**config.mk**
```make
export PLATFORM = sky130hd
export DESIGN_NAME = seq_add
export DESIGN_NICKNAME = d
export VERILOG_FILES = /design/src/rtl/seq_add_pkg.sv /design/src/rtl/add_chunk.sv /design/src/rtl/seq_add.sv
export SDC_FILE = /design/constraint.sdc
export NUM_CORES = 1
export LEC_CHECK = 0
export ABC_AREA = 1
export CAP_MARGIN = 20
export CORE_ASPECT_RATIO = 2
export CORE_MARGIN = 1
export CORE_UTILIZATION = 45
export DETAILED_ROUTE_END_ITERATION = 7
export PLACE_DENSITY = 0.71
export SYNTH_ARGS = -nofsm -noshare
export SYNTH_HDL_FRONTEND = slang
export SYNTH_SLANG_ARGS = --single-unit
```
**constraint.sdc**
```tcl
create_clock -name clk -period 5.3 [get_ports clk]
set_input_delay 0.53 -clock clk [delete_from_list [all_inputs] [get_ports clk]]
set_output_delay 0.53 -clock clk [all_outputs]
set_load 0.005 [all_outputs]
```
**src/rtl/seq_add_pkg.sv**
```systemverilog
// seq_add_pkg: shared state encoding, chunk-count helper and width-check macro for seq_add
`define SEQ_ADD_WIDTH_CHECK(dw, cw) \
  if ((dw) % (cw) != 0) begin : g_width_err \
    $error("seq_add: DATAWIDTH must be a multiple of CHUNKWIDTH"); \
  end

package seq_add_pkg;
  typedef enum logic [1:0] {
    ST_IDLE = 2'd0,
    ST_RUN  = 2'd1,
    ST_DONE = 2'd2
  } state_t;
  function automatic int nchunk(input int dw, input int cw);
    return dw / cw;
  endfunction
endpackage

```
**src/rtl/add_chunk.sv**
```systemverilog
// add_chunk: combinational CHUNKWIDTH-bit adder with carry in/out
module add_chunk #(
  parameter int CHUNKWIDTH = 8
) (
  input  logic [CHUNKWIDTH-1:0] x,
  input  logic [CHUNKWIDTH-1:0] y,
  input  logic                  cin,
  output logic [CHUNKWIDTH-1:0] s,
  output logic                  co
);
  assign {co, s} = {1'b0, x} + {1'b0, y} + {{CHUNKWIDTH{1'b0}}, cin};
endmodule

```
**src/rtl/seq_add.sv**
```systemverilog
// seq_add: multi-cycle chunked adder, LSB chunk first, valid/ready on both sides.
// Optional signed overflow output ovf enabled by SEQ_ADD_OVF_EN.
module seq_add
  import seq_add_pkg::*;
#(
  parameter int DATAWIDTH  = 32,
  parameter int CHUNKWIDTH = 8
) (
  input  logic                 clk,
  input  logic                 rst,
  input  logic                 in_valid,
  output logic                 in_ready,
  input  logic [DATAWIDTH-1:0] a,
  input  logic [DATAWIDTH-1:0] b,
  output logic                 out_valid,
  input  logic                 out_ready,
  output logic [DATAWIDTH-1:0] sum,
  output logic                 cout
`ifdef SEQ_ADD_OVF_EN
  ,
  output logic                 ovf
`endif
);
  localparam int NCHUNK = nchunk(DATAWIDTH, CHUNKWIDTH);
  localparam int IW = NCHUNK > 1 ? $clog2(NCHUNK) : 1;
  `SEQ_ADD_WIDTH_CHECK(DATAWIDTH, CHUNKWIDTH)
  state_t state, state_n;
  logic [IW-1:0] idx;
  logic carry, co, last;
  logic [DATAWIDTH-1:0] a_q, b_q;
  logic [CHUNKWIDTH-1:0] x, y, s;
  assign x = a_q[idx*CHUNKWIDTH +: CHUNKWIDTH];
  assign y = b_q[idx*CHUNKWIDTH +: CHUNKWIDTH];
  assign last = idx == IW'(NCHUNK - 1);
  assign in_ready = state == ST_IDLE;
  add_chunk #(.CHUNKWIDTH(CHUNKWIDTH)) u_add (.x(x), .y(y), .cin(carry), .s(s), .co(co));
  always_comb begin
    state_n = state;
    state_n = (state == ST_IDLE && in_valid) ? ST_RUN :
              (state == ST_RUN && last)      ? ST_DONE :
              (state == ST_DONE && out_ready) ? ST_IDLE : state;
  end
  always_ff @(posedge clk) begin
    if (rst) begin
      state     <= ST_IDLE;
      idx       <= '0;
      carry     <= 1'b0;
      a_q       <= '0;
      b_q       <= '0;
      sum       <= '0;
      cout      <= 1'b0;
      out_valid <= 1'b0;
`ifdef SEQ_ADD_OVF_EN
      ovf       <= 1'b0;
`endif
    end else begin
      state     <= state_n;
      out_valid <= state_n == ST_DONE;
      if (state == ST_IDLE && in_valid) begin
        a_q   <= a;
        b_q   <= b;
        idx   <= '0;
        carry <= 1'b0;
      end
      if (state == ST_RUN) begin
        sum[idx*CHUNKWIDTH +: CHUNKWIDTH] <= s;
        carry <= co;
        idx   <= last ? '0 : idx + IW'(1);
        if (last) cout <= co;
`ifdef SEQ_ADD_OVF_EN
        // the top chunk's MSB is the result sign bit
        if (last) ovf <= (a_q[DATAWIDTH-1] == b_q[DATAWIDTH-1]) && (s[CHUNKWIDTH-1] != a_q[DATAWIDTH-1]);
`endif
      end
    end
  end
endmodule

```
==> results.yml, run 1 <==
grt:
  gr-usage-met3: 0.03833
  antenna_found_initial: 0
  grt_busiest_layer: "met2"
  first_pass_grt_wire_length_um: 20880
  first_global_vias: 4349
  grt_usage: 0.2649
  grt_start_max_net_pins: 68
  global_route_track_usage_on_met1: 0.2551
  met2_track_demand_over_resource: 0.5122
  globalRoute.totalOverflow: 0
route:
  post-route-drc-count: 0
  num_vias: 4399
  routedWlPerCell_um: 15.09
  wl_um: 12850
  route.antenna.remaining_nets: 0
  drt-initial-drc-count: 180
  detail_route.first_pass.iterations: 5
  vias_per_cell: 5.163
power:
  power.static_leakage_nw: 2.358
  power_density_mw_per_mm2: 320.1
  power_w: 0.001906
  worst_ir_drop_vdd_uv: 185.3
critical_path:
  worst-setup-path-type: "reg2reg"
  crit_chain: "buf_4 > inv_1 > buf_16 > o21ai_0 > o22ai_1 > fa_1 > inv_1 > fa_1 > inv_1 > nand2_1 > nand2_1 > and2_1 > xor2_1 > nand3_1 > a21oi_1"
  worstReg2RegEnd: "sum[20]"
  worst_r2r_path_depth: 15
  crit_start: "idx[0]"
  worst_setup_path_end_kind: "flop"
  critical_path_peak_fanout: 43
  cp-endpoint: "sum[20]"
  cp_dominant_cell_by_count: "sky130_fd_sc_hd__inv_1"
  timing.critical_path.arrival_ns: 3.76
  ff2ff_setup_slack_ns: 1.81
  max_stage_delay_ns: 0.44
  worst_ep_required_time_ns: 5.57
  worst_path_max_delay_cell: "sky130_fd_sc_hd__xor2_1"
  startpoint_type: "flop"
  r2r-start: "idx[0]"
synthesis:
  post_synth_and_or_nand_nor_area_fraction: 0.2659
  synth_largest_type_area_fraction: 0.4526
  count_of_unique_library_cells_instantiated_by_yosys: 33
  yosys.area_share.xor_xnor: 0.005768
  asyncSetResetFlopFracSynth: 0
  synth_fp_nets: 713
  mappedNetlistArea_mm2: 0.004556
  syn_area_per_cell_um2: 7.231
  post_synth_fa_ha_maj_area_fraction: 0.04449
  ys_warn_count: 0
  synth-seq-cells: 103
  synth_compound_area_frac: 0.1774
  synth_flop_cell: "sky130_fd_sc_hd__dfxtp_1"
  post_synth_mux_area_share: 0
  postSynthCellCount: 630
  synth-edff-count: 0
  synth_top_cells_by_area: "sky130_fd_sc_hd__dfxtp_1, sky130_fd_sc_hd__nor2_1, sky130_fd_sc_hd__o21ai_0"
  sequential_fraction_of_the_synthesis_area: 0.4526
  post-synth-top-area-cell: "sky130_fd_sc_hd__dfxtp_1"
  synth_top_family_by_area: "simple AND/OR/NAND/NOR gates"
sta:
  finalSetupViolations: 0
  finalHoldViolCount: 0
  clock-skew-final_ns: 0.009430
  final_max_slew_viol_count: 0
  max_freq_mhz: 286.7
  maxSlewHeadroom: 0.3223
  finalWorstPathRequiredPeriod_ns: 3.488
  finalSetupTns_ns: 0
  slew_at_the_pin_closest_to_its_max_slew_limit_ns: 1.017
  rsz_0062_raised_after_global_routing: "false"
  finalCritPeriodShare: 0.6581
cts:
  cts_inserted_buffers: 9
  cts_tree: "done"
  quantity_of_hold_fixing_buffers_added_after_cts: 0
  cts.sinks: 103
  cts-root-buf: "sky130_fd_sc_hd__clkbuf_16"
  clkTransAtPathRegs_ns: 0.07
  post-cts-setup-buffer-count: 0
  cts_repair_resize_count: 0
  clk_latency_ns: 0.34
  h-tree-depth: 3
  maximum_buffer_depth_of_the_clock_tree: 2
floorplan:
  die_w_um: 73.15
  die-height_um: 144.3
  die_area_mm2: 0.01055
  std_cell_rows: 51
  floorplan_core_area_mm2: 0.009763
  effective_utilization_at_floorplan: 0.4666
  top_level_ports: 103
job:
  cap_violations: 0
layout:
  most_common_library_cell_in_the_layout_ignoring_fill_and_taps: "sky130_fd_sc_hd__nor2_1"
  antenna_diode_instance_count: 0
  post_route_cells_drive_above_1_share: 0.04722
  finish.net_count: 798
  synthToLayoutAreaGrowth_pct: 30.71
  layout_common_cells: "sky130_fd_sc_hd__nor2_1, sky130_fd_sc_hd__dfxtp_1, sky130_fd_sc_hd__clkdlybuf4s50_1"
placement:
  finalWeightedCongestion: 0.8923
  place.detailed.hpwl_um: 9989
  port_buffers: 102
min_path:
  holdCritPathClass: "reg2reg"
status:
  run_status: "finished, final reports clean"
routing by layer:
metal	vias up	routed length [µm]
li1	2244	-
met1	2008	4542
met2	114	7378
met3	33	307
met4	0	626
met5	-	0
state kept, by name, indices dropped and copies added, names as in the netlist:
signal,flops
cout,1
a_q,32
sum,32
b_q,32
out_valid,1
carry,1
state,2
idx,2
Yosys cell counts, drive strengths merged, types with 2 or more instances:
| cell type | n |
|---|---|
| inv | 26 |
| xor2 | 2 |
| fa | 2 |
| nor2 | 173 |
| clkinv | 2 |
| nand3 | 15 |
| ha | 13 |
| clkbuf | 25 |
| a22oi | 3 |
| o22ai | 14 |
| a21oi | 38 |
| o21ai | 93 |
| nand4 | 8 |
| a32oi | 3 |
| nand2 | 92 |
| dfxtp | 103 |
| buf | 10 |
cell type report:
type,instances,area (µm²)
clock buffers,9,225.2
multi-input cells,464,2248
fillers,954,3809
well taps,132,165.2
clock inverters,7,55.05
flip-flops and latches,103,2062
inverters,28,105.1
repair buffers,109,1094
critical path, delay by kind of cell (launching register included):
kind                       cells  cell delay [ns]
and+or+nand+nor                4             0.45
xor gates and xnor gates       1             0.44
adders and majority gates      2             0.64
AOI/OAI and AO/OA              3             0.44
DFF                            1             0.31
buffers and inverters          5             1.12
power by group:
part | internal, W | total, W | switching [W]
Combinational | 0.000167 | 0.000423 | 0.000256
Sequential | 0.000825 | 0.000857 | 0.0000318
Clock | 0.000324 | 0.000626 | 0.000302
worst min path at each step:
stage | start | endpoint | slack (ns) | cells past startpoint
final | sum[2] | sum[2] | 0.46 | 2
after global routing | sum[6] | sum[6] | 0.48 | 2
after CTS | sum[2] | sum[2] | 0.46 | 2
after detailed placement | sum[2] | sum[2] | 0.45 | 2
after global placement | sum[5] | sum[5] | 0.45 | 2
after floorplan | a_q[16] | a_q[16] | 0.45 | 2
kinds of logic (layout without fill, tap and decap cells):
logic type                 Yosys count  in the layout
and+or+nand+nor                    293            293
AOI/OAI and AO/OA                  153            153
DFF                                103            103
buffers and inverters               63            153
adders and majority gates           15             15
xor gates and xnor gates             3              3
metrics by stage:
step	std cells	worst slack (ns)	utilization	hold slack (ns)	cell area (µm²)
global route	852	1.491	0.6099	0.4799	5954
floorplan	630	2.629	-	0.4495	4556
CTS	851	1.501	0.6071	0.4648	5927
finish	852	1.812	0.6099	0.4624	5954
detailed placement	835	1.539	0.5784	0.4545	5647
global placement	835	1.601	0.5784	0.4540	5647
Note: power is estimated with default switching activity, not from simulation.
==> run 2: changes to the inputs <==
clock period = 3.25 ns   (was 5.3 ns; I/O delays follow)
==> results.yml, run 2 (synthesized netlist as in run 1, its figures left out) <==
status:
  run_status: "finished, final reports clean"
grt:
  antenna_found_initial: 0
  first_global_vias: 4252
  first_pass_grt_wire_length_um: 20570
  grt_usage: 0.2643
  grt_start_max_net_pins: 67
  globalRoute.totalOverflow: 0
layout:
  postLayoutCoreUtil: 0.6159
  post_route_cells_drive_above_1_share: 0.05234
  synthToLayoutAreaGrowth_pct: 32.00
  layoutNonFillerInstCount: 858
  antenna_diode_instance_count: 0
  most_common_library_cell_in_the_layout_ignoring_fill_and_taps: "sky130_fd_sc_hd__nor2_1"
  layout_common_cells: "sky130_fd_sc_hd__nor2_1, sky130_fd_sc_hd__dfxtp_1, sky130_fd_sc_hd__clkdlybuf4s50_1"
  finish.net_count: 804
  biggestRegsByFlops: "a_q x32, b_q x32, sum x32"
cts:
  clk_latency_ns: 0.34
  quantity_of_hold_fixing_buffers_added_after_cts: 0
  cts_inserted_buffers: 9
  cts.sinks: 103
  h-tree-depth: 3
  cts-root-buf: "sky130_fd_sc_hd__clkbuf_16"
  maximum_buffer_depth_of_the_clock_tree: 2
  post-cts-setup-buffer-count: 0
  cts_tree: "done"
  clkTransAtPathRegs_ns: 0.07
  cts_repair_resize_count: 0
sta:
  maxSlewHeadroom: 0.6076
  finalWorstPathRequiredPeriod_ns: 2.962
  finalSetupViolations: 0
  finalCritPeriodShare: 0.9114
  max_freq_mhz: 337.6
  finalHoldViolCount: 0
  rsz_0062_raised_after_global_routing: "false"
  finalSetupTns_ns: 0
  clock-skew-final_ns: 0.008254
  final_max_slew_viol_count: 0
  slew_at_the_pin_closest_to_its_max_slew_limit_ns: 0.5880
critical_path:
  worst_path_max_delay_cell: "sky130_fd_sc_hd__inv_1"
  critical_path_peak_fanout: 21
  crit_chain: "inv_1 > buf_4 > o21ai_0 > o22ai_1 > ha_1 > a21oi_1 > nand2_1 > xor2_1 > buf_4 > nand2_1 > nor2_1 > nand2_1 > a21oi_1"
  startpoint_type: "flop"
  max_stage_delay_ns: 0.43
  worst_ep_required_time_ns: 3.52
  worst_setup_path_end_kind: "flop"
  worst-setup-path-type: "reg2reg"
  timing.critical_path.arrival_ns: 3.24
  cp_dominant_cell_by_count: "sky130_fd_sc_hd__nand2_1"
route:
  detail_route.first_pass.iterations: 4
  drt-initial-drc-count: 133
  routedWlPerCell_um: 15.25
  route.antenna.remaining_nets: 0
  wl_um: 13090
  vias_per_cell: 5.104
  num_vias: 4379
  post-route-drc-count: 0
power:
  worst_ir_drop_vdd_uv: 514.6
  netSwitchingFraction: 0.2920
  power_switching_w: 0.0009281
  power_density_mw_per_mm2: 528.6
  sequentialPowerShare: 0.440
  portion_of_total_power_attributed_to_combinational_logic: 0.219
  share_clk_of_total_power: 0.341
  power_report.internal_total_w: 0.002250
  power.static_leakage_nw: 2.386
floorplan:
  die-height_um: 144.3
  top_level_ports: 103
  std_cell_rows: 51
  floorplan_core_area_mm2: 0.009763
  die_area_mm2: 0.01055
  die_w_um: 73.15
  effective_utilization_at_floorplan: 0.4666
placement:
  port_buffers: 102
  finalWeightedCongestion: 0.9145
  place.detailed.hpwl_um: 10130
  post-place-cells: 841
min_path:
  holdCritPathClass: "reg2reg"
job:
  cap_violations: 0
run 2: power by group through the flow:
stage,clock [W],sequential (W),combinational (W)
floorplan,0,0.00141,0.000432
global placement,0,0.00142,0.000692
detailed placement,0,0.00143,0.000699
CTS,0.00110,0.00140,0.000701
global route,0.00116,0.00141,0.000783
finish,0.00108,0.00140,0.000697
run 2: final timing paths:
path	from	endpoint	slack (ns)	cells past startpoint
min reg2reg	sum[2]	sum[2]	0.47	2
min	sum[2]	sum[2]	0.47	2
max	idx[0]	sum[27]	0.29	13
max reg2reg	idx[0]	sum[27]	0.29	13
run 2: final cells by class:
cell class	instances	area, µm²
repair buffers	115	1131
flip-flops and latches	103	2062
multi-input cells	464	2248
clock buffers	12	246.5
clock inverters	4	55.05
well taps	132	165.2
fillers	955	3750
inverters	28	105.1
run 2: metrics by stage:
step	setup WS (ns)	hold WS (ns)	power, W	area [µm²]
final	0.2880	0.4652	0.003178	6013
after detailed placement	0.3177	0.4547	0.002126	5692
after floorplan	0.5788	0.4495	0.001841	4556
after global routing	0.03448	0.4842	0.003345	6013
after global placement	0.3856	0.4522	0.002117	5692
after CTS	0.2732	0.4651	0.003204	5993
run 2: worst max-delay path, delay by kind of cell, from the launching register on:
family	cells	cell delay, ns
adders and majority gates	1	0.36
buffers and inverters	3	0.87
xor gates and xnor gates	1	0.16
and+or+nand+nor	4	0.53
AOI/OAI and AO/OA	4	0.66
DFF	1	0.31
run 2: metal layers:
metal,share of wire,global-route usage,vias to the layer above,wire (µm)
met1,0.35,0.2468,1991,4609
met3,0.023,0.04111,38,307
met4,0.056,0.1527,0,730
met2,0.57,0.5171,103,7439
li1,-,-,2247,-
met5,0,0,-,0
